## src/rtl/dtc_rr_sched.sv

```systemverilog
// Round-robin scheduler sharing one combinational decision-tree classifier among N_REQ requesters.
// Optional per-class response counters are enabled by defining DTC_SCHED_STATS_EN.
module dtc_rr_sched #(
    parameter int N_REQ  = 4,
    parameter int IN_W   = 12,
    parameter int OUT_W  = 3,
    parameter int ID_W   = 2,
    parameter int STAT_W = 16
) (
    input  logic                    clk,
    input  logic                    rst_n,
    input  logic [N_REQ-1:0]        req_valid,
    output logic [N_REQ-1:0]        req_ready,
    input  logic [N_REQ*IN_W-1:0]   req_data,
    output logic [IN_W-1:0]         cls_inp,
    input  logic [OUT_W-1:0]        cls_outp,
    output logic                    rsp_valid,
    input  logic                    rsp_ready,
    output logic [OUT_W-1:0]        rsp_class,
    output logic [ID_W-1:0]         rsp_id,
    output logic                    busy,
    input  logic [OUT_W-1:0]        stat_sel,
    output logic [STAT_W-1:0]       stat_cnt
);

    typedef enum logic [1:0] {IDLE, EVAL, RESP} state_t;

    state_t            r_state;
    logic [ID_W-1:0]   r_rr_ptr;
    logic [ID_W-1:0]   r_cur_id;
    logic [IN_W-1:0]   r_cls_inp;
    logic              r_rsp_valid;
    logic [OUT_W-1:0]  r_rsp_class;
    logic [ID_W-1:0]   r_rsp_id;

    logic              w_any;
    logic [ID_W-1:0]   w_grant;
    logic [IN_W-1:0]   w_sel_data;
    logic              w_accept;

    // Search starts just after the last grant; descending k lets the nearest candidate win.
    function automatic logic [ID_W-1:0] rr_pick(input logic [ID_W-1:0] ptr,
                                                input logic [N_REQ-1:0] v);
        logic [ID_W-1:0] g;
        logic [ID_W:0]   sum;
        logic [ID_W-1:0] idx;
        g = '0;
        for (int k = N_REQ; k >= 1; k--) begin
            sum = {1'b0, ptr} + (ID_W+1)'(k);
            if (sum >= (ID_W+1)'(N_REQ))
                idx = ID_W'(sum - (ID_W+1)'(N_REQ));
            else
                idx = ID_W'(sum);
            if (v[idx])
                g = idx;
        end
        return g;
    endfunction

    always_comb begin
        w_any      = |req_valid;
        w_grant    = rr_pick(r_rr_ptr, req_valid);
        w_sel_data = '0;
        for (int i = 0; i < N_REQ; i++) begin
            if (w_grant == ID_W'(i))
                w_sel_data = req_data[i*IN_W +: IN_W];
        end
        w_accept  = rst_n && (r_state == IDLE) && w_any;
        req_ready = w_accept ? (N_REQ'(1) << w_grant) : '0;
    end

    always_ff @(posedge clk) begin
        if (!rst_n) begin
            r_state     <= IDLE;
            r_rr_ptr    <= ID_W'(N_REQ - 1);
            r_cur_id    <= '0;
            r_cls_inp   <= '0;
            r_rsp_valid <= 1'b0;
            r_rsp_class <= '0;
            r_rsp_id    <= '0;
        end else begin
            case (r_state)
                IDLE: begin
                    if (w_any) begin
                        r_cls_inp <= w_sel_data;
                        r_cur_id  <= w_grant;
                        r_rr_ptr  <= w_grant;
                        r_state   <= EVAL;
                    end
                end
                EVAL: begin
                    r_rsp_class <= cls_outp;
                    r_rsp_id    <= r_cur_id;
                    r_rsp_valid <= 1'b1;
                    r_state     <= RESP;
                end
                RESP: begin
                    if (rsp_ready) begin
                        r_rsp_valid <= 1'b0;
                        r_state     <= IDLE;
                    end
                end
                default: r_state <= IDLE;
            endcase
        end
    end

    assign cls_inp   = r_cls_inp;
    assign rsp_valid = r_rsp_valid;
    assign rsp_class = r_rsp_class;
    assign rsp_id    = r_rsp_id;
    assign busy      = (r_state != IDLE);

`ifdef DTC_SCHED_STATS_EN
    logic [STAT_W-1:0] r_stat [2**OUT_W];

    // Counters saturate rather than wrap so a long run never reads as a small count.
    always_ff @(posedge clk) begin
        if (!rst_n) begin
            for (int c = 0; c < 2**OUT_W; c++)
                r_stat[c] <= '0;
        end else if (r_rsp_valid && rsp_ready) begin
            if (r_stat[r_rsp_class] != {STAT_W{1'b1}})
                r_stat[r_rsp_class] <= r_stat[r_rsp_class] + STAT_W'(1);
        end
    end

    assign stat_cnt = r_stat[stat_sel];
`else
    logic w_unused_stat_sel;
    assign w_unused_stat_sel = ^stat_sel;
    assign stat_cnt          = '0;
`endif

endmodule
```

## config.mk

```make
export PLATFORM = sky130hd
export DESIGN_NAME = dtc_rr_sched
export DESIGN_NICKNAME = d
export VERILOG_FILES = /design/src/rtl/dtc_rr_sched.sv
export SDC_FILE = /design/constraint.sdc
export NUM_CORES = 1
export LEC_CHECK = 0
export CORE_MARGIN = 2
export CORE_UTILIZATION = 37
export CTS_BUF_LIST = sky130_fd_sc_hd__clkbuf_2 sky130_fd_sc_hd__clkbuf_4 sky130_fd_sc_hd__clkbuf_8
export DETAILED_ROUTE_END_ITERATION = 8
export PLACE_DENSITY = 0.83
export SYNTH_ARGS = -nofsm -noshare
export SYNTH_HDL_FRONTEND = slang
export SYNTH_SLANG_ARGS = --single-unit
```

## constraint.sdc

```tcl
create_clock -name clk -period 2 [get_ports clk]
set_input_delay 0.4 -clock clk [delete_from_list [all_inputs] [get_ports clk]]
set_output_delay 0.4 -clock clk [all_outputs]
set_load 0.05 [all_outputs]
```

==> results.md <==
* CTS Buf Count at 3
* Worst-case reg-to-reg path depth at 7
* Final period util at 1.02
* GR Util All Layers at 0.191
* Vias in the first global route at around 1400
* Sequential Power Share at 0.284
* Cell Pwr Density at ~800 nW/um^2
* Clock tree buffer depth at 2
* First-pass GRT wire length at roughly 6.5 mm
* Initial antenna violation count at 0
* Hold_ws at 0.459 ns
* Row count at 22
* Final Hold Vio Count at 0
* Core area at between 3000 and 4000 um^2
* Die X at 67.0 um
* Net Sw Frac at 0.373
* Failing checks: setup timing
* Worst-Skew Late Latency at approximately 0.26 ns
* Worst Slack Setup Final at -0.0448 ns
* Slew @ Worst Pin at around 0.52 ns
* Diodes inserted at 0
* Internal at ~1300 uW
* Pins Over Slew Limit at 0
* Crit path capture: req_ready[2]
* Largest net degree at the start of global routing at 24
* # DRC at 0
* Cells after Synth at ~150
* Layout area overhead at 75.6%
* YS warnings at 0
* Slew headroom at 0.652
* RR Endpoint: cls_inp[8]
* TritonCTS clock tree: yes
* Layout fillers at 310
* Crit start category: flip-flop
* Psw at a little under 800 uW
* Detailed Routing Iterations Pass 1 at 4
* Worst EP required at ~1.6 ns
* Final number of setup-violating endpoints at 3
* Post-DR vias/cell at between 4 and 5
* Die area at 4490 um^2
* Comb power frac at 0.511
* Starting DRC count in detailed routing at 43
* Clock slew seen by the registers of the worst setup and hold paths at 0.09 ns
* Gpl congestion at 0.719
* FF+latch count, synth at 24
* Hold Path Class: reg2reg
* Via count at 1396
* CTS root buffer: clkbuf_8
* RSZ-0062 raised after global routing: yes
* Die height at about 67 um
* Synthesized area per cell at 9.73 um^2
* Worst Skew at around 0.0075 ns
* Clock power frac at 0.206
* Layout cells sized above 1 at 0.256
* CP Capture Type: primary output
* Max IR drop VDD at roughly 0.47 mV
* Overflow after GRT at 0
* Starting Density at 0.392
* Count of port buffers added during placement at 80
* Layout Cells excl Fill at 298
* Post-synthesis sequential area ratio at 0.327
* Clk sinks at 24
* Yosys top cell by area: dfxtp_1
* Tmin final at 2.04 ns
* Antenna-violating nets left at 0
* Post-detail-place hpwl at ~3 mm
* Routed wire length at slightly above 4 mm
* Share of the synthesized area in the top cell type at 0.327
* Cell Area, Synth at 1470 um^2
* R2R Setup Slk at roughly 0.22 ns
* Placed insts at ~290
* Status: finished, violations left
* Post-synth EDFFs at 0
* Max Fclk at 489 MHz
* Synth cell types at 32
* Critical path arrival at 1.64 ns
* Ys async rst share at 0
* Pleak at approximately 0.0011 uW
* H-tree depth at 1
* Place WS at -0.494 ns
* Worst r2r src: r_rr_ptr[0]
* Setup crit start: r_rr_ptr[0]
* # IOs at 100
* Avg WL per Cell at 13.7 um
* Nets at approximately 310
* Worst-path maximum fanout at 5
* Max cap viols at 0
* Area contributors post-synth: dfxtp_1 (33%), mux2i_1 (20%), buf_4 (8.7%)
* Setup CP Type: reg2out
* Synth Flop Type: dfxtp_1
## cell type report
class | instances | area (um^2) | share of cell area
clock buffer | 3 | 41.3 | 0.0160
clock inverter | 1 | 30.0 | 0.0116
inverter | 3 | 11.3 | 0.00437
multi-input combinational | 114 | 933 | 0.362
sequential | 24 | 483 | 0.187
tap | 48 | 60.1 | 0.0233
timing repair buffer | 105 | 1020 | 0.395
## critical path, cell delays in order, from the launching register on
cell	delay [ns]
dfxtp_2	0.35
inv_2	0.04
a221oi_2	0.22
buf_4	0.16
o32ai_4	0.10
buf_6	0.15
nor3b_4	0.21
buf_12	0.17
## layer usage
layer,vias up,share of wire,GRT usage
li1,711,-,-
met1,624,0.41,0.216
met2,57,0.51,0.355
met3,4,0.077,0.0456
met4,0,0.0083,0.0459
met5,-,0,0
## sequential cells by signal, indices dropped and copies added, names as in the netlist
signal	cells
r_state	2
cls_inp	12
rsp_valid	1
r_rr_ptr	2
rsp_class	3
r_cur_id	2
rsp_id	2
## timing repair
action | 4_1_cts | 5_1_grt
pin swaps | 7 | 1
setup endpoints to repair | 16 | 4
hold buffers | 0 | 0
resized for setup | 30 | 2
buffers inserted | 7 | 0
## placed cells by master, fill, tap and decap left out, types with 2 or more instances in the layout
cell / count
clkbuf_8: 3
dfxtp_2: 2
o21ai_0: 9
mux2_2: 5
conb_1: 16
nor3b_4: 3
a221oi_1: 7
buf_12: 4
clkdlybuf4s50_1: 71
buf_2: 3
buf_6: 2
mux2i_1: 29
nor2_1: 6
nand2b_4: 2
o21a_1: 2
dfxtp_1: 22
inv_2: 2
nor2b_1: 7
o21ai_1: 4
nand3b_1: 2
nand3_1: 5
buf_4: 24
## worst min-delay path by stage
| stage | startpoint | end | slack [ns] | cells past startpoint |
|---|---|---|---|---|
| finish | cls_inp[0] | cls_inp[0] | 0.46 | 2 |
| global placement | cls_inp[6] | cls_inp[6] | 0.44 | 2 |
| global route | cls_inp[11] | cls_inp[11] | 0.50 | 2 |
| detailed placement | cls_inp[11] | cls_inp[11] | 0.45 | 2 |
| floorplan | r_cur_id[0] | r_cur_id[0] | 0.47 | 2 |
| CTS | cls_inp[11] | cls_inp[11] | 0.46 | 2 |
## synth_stat cells (2+ instances only)
master,count
mux2_2,5
mux2i_1,29
nand3b_1,2
nor2b_1,7
o21a_1,2
nor2_1,7
clkbuf_8,2
nand3_1,5
o21ai_0,9
nand2_1,2
buf_2,2
buf_4,17
dfxtp_1,24
a21oi_1,2
and3_2,2
inv_1,3
a221oi_1,8
nand2b_1,2
o21ai_1,4
clkbuf_1,2
nor3b_1,4
## logic make-up (layout without fill, tap and decap cells)
| logic type | count (synthesis) | after routing | synth area share |
|---|---|---|---|
| other cells | 1 | 16 | 0.00255 |
| compound gates | 30 | 30 | 0.159 |
| buf+inv | 28 | 112 | 0.143 |
| mux | 34 | 34 | 0.236 |
| simple gates | 34 | 34 | 0.132 |
| flops | 24 | 24 | 0.327 |
## stage by stage
| step | TNS [ns] | area, um^2 | utilization | total power, uW |
|---|---|---|---|---|
| global placement | -5.35 | 2400 | 0.641 | 1570 |
| global route | -0.293 | 2580 | 0.689 | 2170 |
| detailed placement | -6.32 | 2400 | 0.641 | 1580 |
| finish | -0.0537 | 2580 | 0.689 | 2070 |
| floorplan | -0.288 | 1570 | - | 1260 |
| CTS | -0.0401 | 2570 | 0.686 | 2070 |
## power groups by stage
stage | Sequential [uW] | Combinational, uW | Clock (uW)
after global routing | 596 | 1120 | 454
after CTS | 586 | 1050 | 433
final | 587 | 1060 | 425
after global placement | 591 | 976 | 0
after floorplan | 768 | 489 | 0
after detailed placement | 593 | 988 | 0
No activity file was read; power rests on OpenSTA's default activity.
